**src/rtl/sha256_uart_host.sv**
```systemverilog
`default_nettype none
`timescale 1ns/1ps
// ============================================================================
// Module   : sha256_uart_host
// Brief    : Frames a message (0x01, payload, 0xFF) into a UART TX core and
//            packs the 64-char ASCII hex digest returned by a UART RX core.
// Revision : 1.0 - initial release
// ============================================================================
module sha256_uart_host #(
    parameter int TIMEOUT_CYCLES = 27_000_000
) (
    input  logic         clk,
    input  logic         rst_n,
    input  logic         start,
    output logic         busy,
    input  logic [7:0]   in_data,
    input  logic         in_valid,
    input  logic         in_last,
    output logic         in_ready,
    output logic [7:0]   tx_data,
    output logic         tx_start,
    input  logic         tx_busy,
    input  logic [7:0]   rx_data,
    input  logic         rx_valid,
    output logic [255:0] digest,
    output logic         done,
    output logic         err_hex,
    output logic         err_ff,
    output logic         err_timeout
);

    localparam int c_IDLE_W = $clog2(TIMEOUT_CYCLES + 1);
    localparam logic [c_IDLE_W-1:0] c_IDLE_MAX = c_IDLE_W'(TIMEOUT_CYCLES - 1);

    typedef enum logic [2:0] {
        S_IDLE      = 3'd0,
        S_SEND_SOF  = 3'd1,
        S_SEND_PAY  = 3'd2,
        S_DRAIN     = 3'd3,
        S_SEND_EOF  = 3'd4,
        S_WAIT_RESP = 3'd5,
        S_DONE      = 3'd6
    } state_t;

    state_t                r_state;
    state_t                w_next;
    logic                  r_tx_start;
    logic [7:0]            r_tx_data;
    logic                  r_guard;
    logic                  r_eof_sent;
    logic [c_IDLE_W-1:0]   r_idle;
    logic [6:0]            r_cnt;
    logic [255:0]          r_digest;
    logic                  r_err_hex;
    logic                  r_err_ff;
    logic                  r_err_timeout;

    logic                  w_launch_ok;
    logic                  w_tx_go;
    logic [7:0]            w_tx_byte;
    logic                  w_set_ff;
    logic                  w_timeout;
    logic                  w_is_hex;
    logic [3:0]            w_nibble;

    // guard keeps the TX core's busy flag time to rise before the next launch
    assign w_launch_ok = !tx_busy && !r_tx_start && !r_guard;
    assign w_timeout   = (r_idle == c_IDLE_MAX);

    always_comb begin
        w_is_hex = 1'b1;
        w_nibble = 4'd0;
        if (rx_data >= 8'h30 && rx_data <= 8'h39) begin
            w_nibble = rx_data[3:0];
        end else if ((rx_data >= 8'h61 && rx_data <= 8'h66) ||
                     (rx_data >= 8'h41 && rx_data <= 8'h46)) begin
            w_nibble = rx_data[3:0] + 4'd9;
        end else begin
            w_is_hex = 1'b0;
        end
    end

    always_comb begin
        w_next    = r_state;
        w_tx_go   = 1'b0;
        w_tx_byte = 8'h00;
        w_set_ff  = 1'b0;
        in_ready  = 1'b0;
        case (r_state)
            S_IDLE: begin
                if (start) w_next = S_SEND_SOF;
            end
            S_SEND_SOF: begin
                if (w_launch_ok) begin
                    w_tx_go   = 1'b1;
                    w_tx_byte = 8'h01;
                    w_next    = S_SEND_PAY;
                end
            end
            S_SEND_PAY: begin
                in_ready = w_launch_ok;
                if (in_valid && w_launch_ok) begin
                    w_tx_go   = 1'b1;
                    w_tx_byte = in_data;
                    // an embedded 0xFF already terminates the frame on the wire
                    if (in_data == 8'hFF) begin
                        w_set_ff = 1'b1;
                        w_next   = in_last ? S_WAIT_RESP : S_DRAIN;
                    end else if (in_last) begin
                        w_next = S_SEND_EOF;
                    end
                end
            end
            S_DRAIN: begin
                in_ready = 1'b1;
                if (in_valid && in_last) w_next = S_WAIT_RESP;
            end
            S_SEND_EOF: begin
                if (!r_eof_sent && w_launch_ok) begin
                    w_tx_go   = 1'b1;
                    w_tx_byte = 8'hFF;
                end else if (r_eof_sent && r_guard) begin
                    w_next = S_WAIT_RESP;
                end
            end
            S_WAIT_RESP: begin
                if (rx_valid) begin
                    if (r_cnt == 7'd63) w_next = S_DONE;
                end else if (w_timeout) begin
                    w_next = S_DONE;
                end
            end
            S_DONE: begin
                w_next = S_IDLE;
            end
            default: begin
                w_next = S_IDLE;
            end
        endcase
    end

    always_ff @(posedge clk or negedge rst_n) begin
        if (!rst_n) begin
            r_state       <= S_IDLE;
            r_tx_start    <= 1'b0;
            r_tx_data     <= 8'h00;
            r_guard       <= 1'b0;
            r_eof_sent    <= 1'b0;
            r_idle        <= '0;
            r_cnt         <= 7'd0;
            r_digest      <= 256'd0;
            r_err_hex     <= 1'b0;
            r_err_ff      <= 1'b0;
            r_err_timeout <= 1'b0;
        end else begin
            r_state    <= w_next;
            r_tx_start <= w_tx_go;
            r_guard    <= r_tx_start;
            if (w_tx_go) r_tx_data <= w_tx_byte;
            if (w_set_ff) r_err_ff <= 1'b1;
            if (r_state == S_SEND_EOF && w_tx_go) r_eof_sent <= 1'b1;

            if (r_state == S_IDLE && start) begin
                r_digest      <= 256'd0;
                r_err_hex     <= 1'b0;
                r_err_ff      <= 1'b0;
                r_err_timeout <= 1'b0;
                r_cnt         <= 7'd0;
                r_eof_sent    <= 1'b0;
            end

            if (r_state == S_WAIT_RESP) begin
                if (rx_valid) begin
                    r_digest <= {r_digest[251:0], w_nibble};
                    r_cnt    <= r_cnt + 7'd1;
                    r_idle   <= '0;
                    if (!w_is_hex) r_err_hex <= 1'b1;
                end else if (w_timeout) begin
                    r_err_timeout <= 1'b1;
                end else begin
                    r_idle <= r_idle + 1'b1;
                end
            end else begin
                r_idle <= '0;
            end
        end
    end

    assign busy        = (r_state != S_IDLE);
    assign done        = (r_state == S_DONE);
    assign tx_start    = r_tx_start;
    assign tx_data     = r_tx_data;
    assign digest      = r_digest;
    assign err_hex     = r_err_hex;
    assign err_ff      = r_err_ff;
    assign err_timeout = r_err_timeout;

endmodule
`default_nettype wire

```
**config.mk**
```make
export PLATFORM = sky130hd
export DESIGN_NAME = sha256_uart_host
export DESIGN_NICKNAME = d
export VERILOG_FILES = /design/src/rtl/sha256_uart_host.sv
export SDC_FILE = /design/constraint.sdc
export NUM_CORES = 1
export LEC_CHECK = 0
export ABC_AREA = 1
export CAP_MARGIN = 15
export CELL_PAD_IN_SITES_DETAIL_PLACEMENT = 1
export CELL_PAD_IN_SITES_GLOBAL_PLACEMENT = 1
export CORE_MARGIN = 2
export CORE_UTILIZATION = 38
export DETAILED_ROUTE_END_ITERATION = 8
export MAX_ROUTING_LAYER = met4
export PLACE_DENSITY = 0.84
export REMOVE_ABC_BUFFERS = 1
export SETUP_SLACK_MARGIN = 0.5
export SYNTH_ARGS = -nofsm -noshare
export SYNTH_HDL_FRONTEND = slang
export SYNTH_SLANG_ARGS = --single-unit
```
**constraint.sdc**
```tcl
create_clock -name clk -period 2.03 [get_ports clk]
set_clock_uncertainty 0.2 [all_clocks]
set_input_delay 0.5075 -clock clk [delete_from_list [all_inputs] [get_ports clk]]
set_output_delay 0.5075 -clock clk [all_outputs]
set_load 0.01 [all_outputs]
```
==> PnR_summary.wiki <==
{| class="wikitable"
! Metric !! Value
|-
| Max-Cap Viols || 0
|-
| Setup repair after global routing missed its margin || yes
|-
| TritonCTS clock tree || built
|-
| Simple-gate share of the synthesized area || 9.74%
|-
| Global-route congestion overflow total || 0
|-
| Critical-path maximum fanout || 8
|-
| Final setup violation count || 294
|-
| VDD IR max || 0.831 mV
|-
| XOR/XNOR share of the synthesized area || 0.355%
|-
| Setup TNS || -62.46 ns
|-
| Type of origin of the critical path || flip-flop
|-
| Largest family of logic cells by synthesized area || compound AO/OA/AOI/OAI gates
|-
| Data required time of the critical path || 2.21 ns
|-
| Die extent in x || 184 µm
|-
| Adder-cell share of the synthesized area || 0.508%
|-
| Max H-tree Level || 2
|-
| Fraction of final layout cells sized beyond drive strength 1 || 49.4%
|-
| CP endpoint kind || flip-flop
|-
| Clock latency at the later pin of the worst-skew pair || 0.54 ns
|-
| Portion of netlist area occupied by mux cells || 0%
|-
| Buf+Inv Stages, Crit Path || 4
|-
| Number of endpoints with negative hold slack in the final report || 0
|-
| Clock slew seen by the registers of the worst setup and hold paths || 0.08 ns
|-
| Power density relative to cell area || 996 nW/µm²
|-
| Worst path setup slack after routing || -0.547 ns
|-
| Sequential element share of the synthesized area || 62.0%
|-
| Total routing usage reported by global routing || 30.0%
|-
| Number of global-route vias before repair || 12,900
|-
| Design Power || 22.0 mW
|-
| Netlist cell types || 31
|-
| Num CTS Buffers || 34
|-
| Leak || 10.3 nW
|-
| Clock tree sinks || 305
|-
| Count of state elements after synthesis || 305
|-
| Final critical-path share of the clock period || 127%
|-
| Post-synthesis area per instance || 9.87 µm²
|-
| Delay-heaviest family, CP || simple AND/OR/NAND/NOR gates
|-
| Vias post-DR || 14,800
|-
| CP Cell Sequence || buf_4 > or2_4 > nor2_4 > buf_6 > buf_6 > nand2_8 > nand2_8 > clkinvlp_4 > nand2_1 > o21ai_1
|-
| Core area || 31,700 µm²
|-
| Starting density of the core || 38.8%
|-
| Leading cell types in the layout, fill and taps excluded || 300 x sky130_fd_sc_hd__dfrtp_1, 292 x sky130_fd_sc_hd__inv_1, 222 x sky130_fd_sc_hd__buf_4, 181 x sky130_fd_sc_hd__buf_6, 133 x sky130_fd_sc_hd__buf_2
|-
| Clock root buffer || sky130_fd_sc_hd__clkbuf_16
|-
| Die H || 184 µm
|-
| Maximum frequency from static timing analysis || 0.388 GHz
|-
| Number of nets in the layout || 1,914
|-
| Warning count from the yosys run || 0
|-
| Path type of the worst setup path || reg -> reg
|-
| Data arrival, critical path || 2.75 ns
|-
| Gate Count Post-Synth || 1,248
|-
| Average wire per cell in the routed design || 36.7 µm
|-
| Slowest CP cell || sky130_fd_sc_hd__dfrtp_1
|-
| Total length of routed wires || 84,800 µm
|-
| Row Count || 65
|-
| DRC violations left || 0
|-
| Violations in the final reports || setup timing
|-
| Number of buffer cells added on primary ports || 293
|-
| Remaining number of nets flagged by the antenna check after routing || 0
|-
| Number of pins with negative max-slew slack in the final report || 0
|-
| Post-DP HPWL || 27,500 µm
|-
| Antenna violations before repair || 1
|-
| Result of the run || finished with violations
|-
| Synthesized-area fraction occupied by ao, oa, aoi and oai cells || 14.7%
|-
| Post-Route Hold Slack || 0.271 ns
|-
| Number of buffers between clock root and the deepest sink || 3
|-
| Detail-routed via count per cell || 6.41
|-
| Transition at the pin with the smallest max-transition slack || 0.668 ns
|-
| Number of top-level pins || 294
|-
| Wire length of the first global-routing pass || 75,700 µm
|-
| Combined area of all synthesized cells || 12,300 µm²
|-
| Max_slew headroom || 55.4%
|-
| Number of search-and-repair iterations in the first detailed-routing pass || 8
|-
| Largest stage delay, worst path || 0.43 ns
|-
| Min Clock Period, post-route || 2.58 ns
|-
| Area added between synthesis and finish || 79.2%
|-
| Area of the die || 33,900 µm²
|-
| Initial DRC count || 1,644
|-
| Last weighted congestion value of the routability-driven placer || 0.868
|-
| Largest net degree at the start of global routing || 53
|-
| Commonest non-fill, non-tap cell in the layout || sky130_fd_sc_hd__dfrtp_1
|-
| Min-Delay Path Class || in -> async
|}
## worst register-to-register path, stage by stage (launching register included)
cell and delay (ns):
sky130_fd_sc_hd__dfrtp_1 0.43, sky130_fd_sc_hd__buf_4 0.18, sky130_fd_sc_hd__or2_4 0.26, sky130_fd_sc_hd__nor2_4 0.12, sky130_fd_sc_hd__buf_6 0.11, sky130_fd_sc_hd__buf_6 0.10
sky130_fd_sc_hd__nand2_8 0.12, sky130_fd_sc_hd__nand2_8 0.21, sky130_fd_sc_hd__clkinvlp_4 0.29, sky130_fd_sc_hd__nand2_1 0.23, sky130_fd_sc_hd__o21ai_1 0.19
## where the power goes
group          internal [mW]  switching (mW)  total [mW]
logic                   4.13            4.42        8.55
registers               6.25           0.172        6.43
clock network           3.91            3.09        7.00
total                   14.3            7.69        22.0
## stage by stage
stage | area, µm² | util [%] | instances | worst slack, ns
after floorplan | 11900 | - | 1192 | -2.28
after global placement | 16100 | 50.7 | 1959 | -0.439
after detailed placement | 16100 | 50.7 | 1959 | -0.470
after CTS | 18400 | 58.1 | 2153 | -0.269
after global routing | 22100 | 69.6 | 2313 | -0.556
final | 22100 | 69.6 | 2313 | -0.547
## final timing paths
kind	from	end	slack [ns]	cells after the start
max reg2reg	r_state[2]	digest[254]	-0.55	10
min	rst_n	digest[89]	0.27	2
min reg2reg	tx_data[3]	tx_data[3]	0.31	2
max	r_state[2]	digest[254]	-0.55	10
min in group clk	tx_data[3]	tx_data[3]	0.31	2
max in group asynchronous	rst_n	digest[31]	0.65	3
## routing by layer
layer | GRT usage (%) | up-vias | routed length, µm
met2 | 51.8 | 1404 | 39300
met5 | - | - | 0
met4 | 12.3 | 0 | 9040
met3 | 8.68 | 678 | 8690
li1 | - | 5384 | -
met1 | 32.5 | 7360 | 27800
## cell usage after synthesis
library cell               number  area (µm²)
sky130_fd_sc_hd__dfrtp_1      305        7630
sky130_fd_sc_hd__buf_8          2        30.0
sky130_fd_sc_hd__nor2_2         2        12.5
sky130_fd_sc_hd__o22ai_1      250        1560
sky130_fd_sc_hd__nor3_1        14        70.1
sky130_fd_sc_hd__inv_1        300        1130
sky130_fd_sc_hd__nand2_1      137         514
sky130_fd_sc_hd__nor2_4         3        33.8
sky130_fd_sc_hd__or2_4          1        8.76
sky130_fd_sc_hd__xor2_1         4        35.0
sky130_fd_sc_hd__nand2_2        2        12.5
sky130_fd_sc_hd__buf_4          1        7.51
sky130_fd_sc_hd__a21oi_1       21         105
sky130_fd_sc_hd__nand2_4        4        45.0
sky130_fd_sc_hd__ha_1           5        62.6
sky130_fd_sc_hd__nand4_1       10        62.6
sky130_fd_sc_hd__o21ai_0       20         100
sky130_fd_sc_hd__clkinv_1       1        3.75
sky130_fd_sc_hd__clkbuf_1       1        3.75
sky130_fd_sc_hd__nor3_4         1        16.3
sky130_fd_sc_hd__buf_2         32         160
sky130_fd_sc_hd__a21o_1         2        15.0
sky130_fd_sc_hd__o21ai_1        2        10.0
sky130_fd_sc_hd__a31oi_1        1        6.26
sky130_fd_sc_hd__a22o_1         1        8.76
sky130_fd_sc_hd__nand3_1       30         150
sky130_fd_sc_hd__buf_6         20         225
sky130_fd_sc_hd__or2_2          3        18.8
sky130_fd_sc_hd__nor2_1        68         255
sky130_fd_sc_hd__inv_2          4        15.0
sky130_fd_sc_hd__xnor2_1        1        8.76
## state kept, by name (all words and copies together) (netlist names)
signal and count:
r_state 3, r_guard 1, tx_data 8, err_ff 1
tx_start 1, r_eof_sent 1, digest 256, r_cnt 7
err_hex 1, err_timeout 1, r_idle 25
## layout make-up
class,count,area (µm²)
Sequential cell,305,7640
Multi-Input combinational cell,590,4910
Inverter,305,1180
Tap cell,402,503
Clock inverter,10,156
Fill cell,3141,9640
Antenna cell,2,5.00
Clock buffer,49,988
Timing Repair Buffer,650,6690
## cells by family (layout without fill, tap and decap cells)
kind of cell             count (synthesis)  in the layout
AND/OR/NAND/NOR                        275            283
buffers and inverters                  361           1014
XOR/XNOR                                 5              5
flip-flops                             305            305
other                                    0              2
AO/OA/AOI/OAI                          297            297
adder cells (fa/ha/maj)                  5              5
## repair_timing
item                       4_1_cts  5_1_grt
gates resized for setup       1338      375
pin swaps                       12       48
setup endpoints to repair      575      575
cloned                          18       42
hold endpoints to repair        30        0
buffers inserted               116      116
hold buffers                     1        0
No activity file was read; power rests on OpenSTA's default activity.
==> edit: new RTL, config.mk and constraints unchanged <==
Encoding of `state_t`: now Gray code (3 bits for 7 states).
--- a/src/rtl/sha256_uart_host.sv
+++ b/src/rtl/sha256_uart_host.sv
@@ -33,13 +33,13 @@
     localparam logic [c_IDLE_W-1:0] c_IDLE_MAX = c_IDLE_W'(TIMEOUT_CYCLES - 1);
 
     typedef enum logic [2:0] {
-        S_IDLE      = 3'd0,
-        S_SEND_SOF  = 3'd1,
-        S_SEND_PAY  = 3'd2,
-        S_DRAIN     = 3'd3,
-        S_SEND_EOF  = 3'd4,
-        S_WAIT_RESP = 3'd5,
-        S_DONE      = 3'd6
+        S_IDLE      = 3'b000,
+        S_SEND_SOF  = 3'b001,
+        S_SEND_PAY  = 3'b011,
+        S_DRAIN     = 3'b010,
+        S_SEND_EOF  = 3'b110,
+        S_WAIT_RESP = 3'b111,
+        S_DONE      = 3'b101
     } state_t;
 
     state_t                r_state;
Formal check against the unedited RTL: no difference found for any inputs over 4 cycles, from zero or initial values and one cycle with rst_n low; so few cycles prove little.
==> edit against the original RTL <==
The flow still finishes with violations (setup timing). Final area fell by 3.6%. Maximum frequency is 12% higher. Power up 42%. Setup slack better by 280 ps. Area after synthesis shrank 1.4%. Sequential cell count is the same. Routed wire length fell by 15%. Global-route usage shrank 0.96 points. Synthesized cell count fell by 2.1%. Count of clock-buffer cells in the layout rose by 2. Critical endpoint is now r_idle[20]. Largest cell class unchanged. Largest power group unchanged.
==> edit: results (changes against the original RTL) <==
met1 Usage GRT=31.7% (-0.81 points); synth unique cells=36 (+16%); compound-gate portion of the synthesized area=15.4% (+0.68 points); xor and xnor fraction of the mapped netlist area=0.433% (+0.077 points); relative slew slack=54.9% (-0.43 points); dominant cells by area after synthesis=dfrtp_1, o22ai_1, inv_1; violated checks=setup timing; GRT Total Usage=29.1% (-0.96 points); most frequent cells after synthesis=dfrtp_1, inv_1, o22ai_1, nand2_1, nor2_1; detailed placer's ending HPWL=28.0 mm (+2.1%); largest net degree at the start of global routing=118 (+120%); Crit. Startpoint=r_idle[1]; number of global-route vias before repair=12400 (-3.7%); Placer Congestion=0.889 (+2.4%); Crit path largest cell delay=410 ps (-20 ps); leakage=0.00972 uW (-5.9%); layout cells sized above 1=42.1% (-7.3 points); Metal-1 WL=25.4 mm (-8.7%); placed inst area=16100 sq um (about the same); setup bufs post-CTS=73 (-37%); post_cts resized=1023 (-24%); dpl ws=-442 ps (+27.9 ps); GR Util met2=50.6% (-1.2 points); Initial DRC Count=1183 (-28%); final setup margin=-264 ps (+284 ps); register area share after synthesis=62.9% (+0.91 points); Setup Total Neg Slack=-4970 ps (+57490 ps); # setup viols final=119 (-60%); Layout Nets=1738 (-9.2%); TritonCTS buffer count=35 (+2.9%); initial antenna violation count=4 (+3); grt met3 use=7.39% (-1.3 points); Hold Crit Class=flip-flop to flip-flop; met2 wire len=34.3 mm (-13%); Logic pwr share=48.9% (+10 points); worst-path fanout max=5 (-3); outcome=finished with violations; Int Pwr=18000 uW (+26%)
[edit: changes by cell type after synthesis, moves of 3 or more]
cell and change:
nand2_1 -22, buf_6 -20, o21ai_1 +13, buf_2 +11, buf_4 +9, inv_1 -9, nand3_1 -6, o22ai_1 -5
buf_1 +4, nand2_4 -4, nor2_1 -4, nor4_1 +3
[edit: worst reg2reg max path, delay by kind of cell (launching register included)]
| family | cells | cell delay [ps] |
|---|---|---|
| buffers and inverters | 2 | 260 |
| flip-flops | 1 | 410 |
| AND/OR/NAND/NOR | 7 | 1150 |
| adder cells (fa/ha/maj) | 1 | 150 |
[edit: how the worst min path moves through the flow]
stage          slack, ps  startpoint    endpoint
6_report             200    tx_start     r_guard
5_1_grt              220    tx_start     r_guard
4_1_cts              210    tx_start     r_guard
3_5_place_dp         200       rst_n  digest[42]
3_3_place_gp         190    tx_start     r_guard
2_1_floorplan         10       rst_n   async pin
[edit: logic make-up after synthesis]
logic type | after synthesis
buffers and inverters | 354
AOI/OAI and AO/OA | 307
DFF | 305
and+or+nand+nor | 245
xor gates and xnor gates | 6
adders and majority gates | 5
[edit: cell type report]
cell class / instances / area, sq um
repair inverters: 6 / 105
well taps: 402 / 503
multi-input cells: 563 / 5360
inverters: 295 / 1160
repair buffers: 504 / 5390
fillers: 3050 / 10200
clock buffers: 51 / 1070
diodes: 4 / 10.0
clock inverters: 6 / 50.0
flip-flops and latches: 305 / 7640
[edit: metrics by stage]
stage | utilization [%] | std cells | power [uW] | hold WS (ps)
2_1_floorplan | - | 1163 | 12300 | 11.9
3_3_place_gp | 51.1 | 1934 | 17300 | 189
3_5_place_dp | 51.1 | 1934 | 17800 | 198
4_1_cts | 57.4 | 2065 | 25000 | 214
5_1_grt | 67.6 | 2136 | 31900 | 216
6_report | 67.6 | 2136 | 31300 | 196
